### config.mk
export PLATFORM = sky130hd
export DESIGN_NAME = reg_file_gen2
export DESIGN_NICKNAME = d
export VERILOG_FILES = /design/src/rtl/reg_file_gen2_pkg.sv /design/src/rtl/reg_file_gen2_cell.sv /design/src/rtl/reg_file_gen2.sv
export SDC_FILE = /design/constraint.sdc
export NUM_CORES = 1
export LEC_CHECK = 0
export CELL_PAD_IN_SITES_DETAIL_PLACEMENT = 2
export CELL_PAD_IN_SITES_GLOBAL_PLACEMENT = 2
export CORE_AREA = 5 5 230 232
export DETAILED_ROUTE_END_ITERATION = 6
export DIE_AREA = 0 0 235 237
export PLACE_DENSITY = 0.78
export SETUP_SLACK_MARGIN = 0.5
export SLEW_MARGIN = 20
export SYNTH_ARGS = -nofsm -noshare
export SYNTH_HDL_FRONTEND = slang
export SYNTH_SLANG_ARGS = --single-unit
### constraint.sdc
create_clock -name clk -period 7.6 [get_ports clk]
set_input_delay 1.14 -clock clk [delete_from_list [all_inputs] [get_ports clk]]
set_output_delay 1.14 -clock clk [all_outputs]
set_load 0.01 [all_outputs]
### src/rtl/reg_file_gen2_pkg.sv
// Shared encodings for the gen2 register file: funsel ops and clear-all FSM states.
package reg_file_gen2_pkg;

    typedef enum logic [1:0] {
        FS_CLR  = 2'b00,
        FS_LOAD = 2'b01,
        FS_DEC  = 2'b10,
        FS_INC  = 2'b11
    } funsel_e;

    typedef enum logic [1:0] {
        IDLE  = 2'b00,
        SWEEP = 2'b01,
        DONE  = 2'b10
    } clr_state_e;

endpackage

### src/rtl/reg_file_gen2_cell.sv
// One register: clear/load/dec/inc with lane merge, optional saturation and boundary-hit flag.
// Update on the clk edge when en is set; clr (sweep) forces zero regardless of funsel.
module reg_cell
    import reg_file_gen2_pkg::*;
#(
    parameter int WIDTH      = 16,
    parameter int LANE_W     = 8,
    parameter int SAT_EN     = 0,
    parameter int LANE_SEL_W = 1
) (
    input  logic                  clk,
    input  logic                  rst_n,
    input  logic                  en,
    input  logic                  clr,
    input  logic [1:0]            funsel,
    input  logic [WIDTH-1:0]      load,
    input  logic                  lane_en,
    input  logic [LANE_SEL_W-1:0] lane_sel,
    output logic [WIDTH-1:0]      q,
    output logic [WIDTH-1:0]      load_val,
    output logic                  hit
);

    localparam int NLANES = WIDTH / LANE_W;

    logic [WIDTH-1:0] merged;
    logic [WIDTH-1:0] nxt;
    logic             at_max;
    logic             at_min;
    logic             raw_hit;

    // An out-of-range lane index matches no lane, so the register holds.
    always_comb begin
        merged = q;
        for (int l = 0; l < NLANES; l++) begin
            if (lane_sel == LANE_SEL_W'(l)) begin
                merged[l*LANE_W +: LANE_W] = load[LANE_W-1:0];
            end
        end
    end

    assign load_val = lane_en ? merged : load;
    assign at_max   = &q;
    assign at_min   = ~|q;

    always_comb begin
        nxt     = q;
        raw_hit = 1'b0;
        case (funsel_e'(funsel))
            FS_CLR:  nxt = '0;
            FS_LOAD: nxt = load_val;
            FS_DEC: begin
                raw_hit = at_min;
                nxt     = (at_min && SAT_EN != 0) ? q : q - WIDTH'(1);
            end
            FS_INC: begin
                raw_hit = at_max;
                nxt     = (at_max && SAT_EN != 0) ? q : q + WIDTH'(1);
            end
            default: nxt = q;
        endcase
    end

    assign hit = en & raw_hit;

    always_ff @(posedge clk) begin
        if (!rst_n) begin
            q <= '0;
        end else if (clr) begin
            q <= '0;
        end else if (en) begin
            q <= nxt;
        end
    end

endmodule

### src/rtl/reg_file_gen2.sv
// N x WIDTH register file with two combinational read ports, lane loads and a clear-all sweep.
// Writes land on the clk edge; while the sweep runs (clr_busy) all user writes are dropped.
module reg_file_gen2
    import reg_file_gen2_pkg::*;
#(
    parameter int WIDTH    = 16,
    parameter int NUM_REGS = 8,
    parameter int LANE_W   = 8,
    parameter int SAT_EN   = 0,
    parameter int BYPASS   = 1,
    localparam int NLANES     = WIDTH / LANE_W,
    localparam int LANE_SEL_W = (NLANES > 1) ? $clog2(NLANES) : 1,
    localparam int SEL_W      = $clog2(NUM_REGS)
) (
    input  logic                  clk,
    input  logic                  rst_n,
    input  logic [NUM_REGS-1:0]   enable,
    input  logic [1:0]            funsel,
    input  logic [WIDTH-1:0]      load,
    input  logic                  lane_en,
    input  logic [LANE_SEL_W-1:0] lane_sel,
    input  logic [SEL_W-1:0]      o1sel,
    input  logic [SEL_W-1:0]      o2sel,
    output logic [WIDTH-1:0]      o1,
    output logic [WIDTH-1:0]      o2,
    output logic                  ovf,
    input  logic                  clr_req,
    output logic                  clr_busy,
    output logic                  clr_done
);

    clr_state_e           state;
    logic [SEL_W-1:0]     idx;
    logic                 idle;
    logic [NUM_REGS-1:0]  wr_en;
    logic [NUM_REGS-1:0]  sweep_clr;
    logic [NUM_REGS-1:0]  hit;
    logic [NUM_REGS-1:0]  byp;
    logic [WIDTH-1:0]     q        [NUM_REGS];
    logic [WIDTH-1:0]     load_val [NUM_REGS];

    assign idle  = (state == IDLE);
    assign wr_en = idle ? enable : '0;

    always_comb begin
        for (int i = 0; i < NUM_REGS; i++) begin
            sweep_clr[i] = (state == SWEEP) && (idx == SEL_W'(i));
            byp[i]       = (BYPASS != 0) && idle && (funsel == FS_LOAD) && enable[i];
        end
    end

    for (genvar g = 0; g < NUM_REGS; g++) begin : g_reg
        reg_cell #(
            .WIDTH      (WIDTH),
            .LANE_W     (LANE_W),
            .SAT_EN     (SAT_EN),
            .LANE_SEL_W (LANE_SEL_W)
        ) u_cell (
            .clk      (clk),
            .rst_n    (rst_n),
            .en       (wr_en[g]),
            .clr      (sweep_clr[g]),
            .funsel   (funsel),
            .load     (load),
            .lane_en  (lane_en),
            .lane_sel (lane_sel),
            .q        (q[g]),
            .load_val (load_val[g]),
            .hit      (hit[g])
        );
    end

    // Bypass forwards only loads; selects past NUM_REGS fall through to zero.
    always_comb begin
        o1 = '0;
        o2 = '0;
        for (int i = 0; i < NUM_REGS; i++) begin
            if (o1sel == SEL_W'(i)) o1 = byp[i] ? load_val[i] : q[i];
            if (o2sel == SEL_W'(i)) o2 = byp[i] ? load_val[i] : q[i];
        end
    end

    always_ff @(posedge clk) begin
        if (!rst_n) begin
            state    <= IDLE;
            idx      <= '0;
            clr_busy <= 1'b0;
            clr_done <= 1'b0;
            ovf      <= 1'b0;
        end else begin
            ovf <= idle & (|hit);
            case (state)
                IDLE: begin
                    clr_done <= 1'b0;
                    if (clr_req) begin
                        state    <= SWEEP;
                        idx      <= '0;
                        clr_busy <= 1'b1;
                    end
                end
                SWEEP: begin
                    if (idx == SEL_W'(NUM_REGS - 1)) begin
                        state    <= DONE;
                        clr_done <= 1'b1;
                    end else begin
                        idx <= idx + SEL_W'(1);
                    end
                end
                DONE: begin
                    state    <= IDLE;
                    clr_busy <= 1'b0;
                    clr_done <= 1'b0;
                end
                default: begin
                    state    <= IDLE;
                    clr_busy <= 1'b0;
                    clr_done <= 1'b0;
                end
            endcase
        end
    end

endmodule

==> run metrics <==
status finished clean; final hold slack 481.4 ps; Initial Util 0.3240; final wirelength 95.24 mm; syn_nets 2,499; Placer Congestion 0.9863; Post-Syn Area 16,450 µm²; Yosys warning total 0; TNS Setup 0 ps; Period minus WS final 6397 ps; Initial DRT Pass Iterations 5; Worst Max-Slew Pin Slew 1262 ps; Peak Freq 0.1563 GHz; Die X 235 µm; Placement Rows 83; synth cell count leaders a21oi_1 (274), nand2_1 (227), nor2_1 (214); pin count of the biggest net entering global routing 109; PortBufs 71; core area 50,780 µm²; Top-Level Pins 72; fillers 6,043; post-DP HPWL 71.78 mm; clk sink count 136; CP endpoint kind primary output; P&R area growth vs syn 11.75%; GRT overflow 0; top cell type's share of synthesized area 0.1655; Pwr Density 198.0 nW/µm²; critical path class in -> out; clock root buffer clkbuf_16; Final #Nets 2,480; GRT Total Usage 0.3265; top cells by area, synth dfxtp_1 (17%), ha_1 (11%), a21oi_1 (8.3%), o21ai_0 (5.3%), nand2_1 (5.2%); H-tree depth 4; Leak 7.263 nW; Seq cells post-synth 136; share of layout cells above drive strength 1 0.05961; RSZ-0062 raised after global routing no; number of synthesized flops with an enable pin 0; CTS tree done; Yosys top cell by area dfxtp_1; Syn Area/Cell 7.089 µm²; Main synth FF type dfxtp_1; Synth async-reset ratio 0; Routed WL per cell 31.79 µm; setup bufs post-CTS 0; relative slew slack 0.1589; Worst Hold Class reg -> reg; most common cell in the netlist a21oi_1; CP startpoint kind input pin; CTS Buf Count 17; clock buffer depth 2; register area share after synthesis 0.1655; # DRC 0; Peak VDD IR 0.1682 mV; PostCTS Resize Cnt 0; Worst Skew 15.27 ps; hold path depth 2; initial antenna violation count 10; Iter 0 DRT Violations 2,029; Yosys cell types 85; Post-Syn Instances 2,321; Worst-path clk slew 70 ps; worst path arrival time 5260 ps; worst reg2reg path depth 11; vias per inst 6.783; vias in the first global route 20,840; Tcrit/Tclk final 0.8417; total number of vias 20,320; cts hold-fix bufs 0; Die Y 237 µm; largest fanout on the critical path 28; first-pass GRT wire length 139.5 mm; Final Hold Fails 0; MaxCap Viol Count 0; post-route ant nets 0; die area 55,700 µm²; CP required 6460 ps; Final setup viols 0; Slew Limit Fails 0; clk_lat worst skew 500 ps
[sequential cells by signal, summed over array words and instances, names as in the netlist]
signal      flops
clr_busy        1
clr_done        1
ovf             1
state           2
g.u_cell.q    128
idx             3
[final timing paths]
kind	slack, ps	startpoint	end
worst min register to register	480	clr_busy	clr_busy
worst max-delay path	1200	lane_sel	o1[9]
worst min-delay path	480	clr_busy	clr_busy
worst max register to register	4390	g_reg[4].u_cell.q[1]	g_reg[4].u_cell.q[12]
[final cells by class]
type,count,area (µm²),share of cell area
multi-input combinational,1991,12960,0.7046
sequential,136,2723,0.1481
timing repair buffer,114,1039,0.05648
tap,680,850.8,0.04627
clock buffer,18,439.2,0.02388
clock inverter,14,220.2,0.01198
inverter,42,157.7,0.008574
antenna,1,2.502,0.0001361
[power breakdown]
| part | switching, W | internal (W) | total [W] |
|---|---|---|---|
| logic | 0.00102 | 0.000644 | 0.00167 |
| registers | 0.000200 | 0.000781 | 0.000981 |
| clock network | 0.000402 | 0.000592 | 0.000995 |
[cells in the final DEF, fill, tap and decap left out, types with 33 or more instances in the layout]
master             n
a21oi_1          274
nand2_1          227
nor2_1           212
o21ai_0          172
ha_1             141
dfxtp_1          136
mux2i_1           75
clkdlybuf4s50_1   69
nand3_1           63
o22ai_1           62
xnor2_1           57
nor3_1            44
a211oi_1          44
buf_4             43
a21o_1            42
a31oi_1           41
inv_1             39
a22oi_1           39
nand4_1           38
nor4_1            36
xor2_1            35
and3_1            33
[metal layers]
metal	GRT usage	wire [µm]
met2	0.4997	40670
met4	0.1584	5388
met1	0.4333	40050
met5	0	46
met3	0.07570	9083
[per-stage QoR]
stage	cells	setup slack (ps)	util	power, W	instance area (µm²)
2_1_floorplan	2321	2249	-	0.001998	16460
3_3_place_gp	2963	1237	0.3489	0.002525	17720
3_5_place_dp	2963	1546	0.3491	0.002601	17730
4_1_cts	2995	1542	0.3620	0.003606	18390
5_1_grt	2995	1280	0.3620	0.003798	18390
6_report	2996	1203	0.3621	0.003641	18390
[kinds of logic after synthesis]
group / after synthesis / share of synthesized area
XOR/XNOR: 92 / 0.04897
AND/OR/NAND/NOR: 768 / 0.2191
multiplexers: 95 / 0.06616
buffers and inverters: 194 / 0.04958
AO/OA/AOI/OAI: 887 / 0.3385
flip-flops: 136 / 0.1655
adder cells (fa/ha/maj): 149 / 0.1122
[worst max-delay path, stage by stage]
cell and delay [ps]:
clkdlybuf4s50_1 880, inv_2 410, o21ai_1 760, nand2_1 120, a21boi_0 650, a22oi_1 160
o22ai_1 260, o221ai_1 290, clkdlybuf4s50_1 570
No activity file was read; power rests on OpenSTA's default activity.
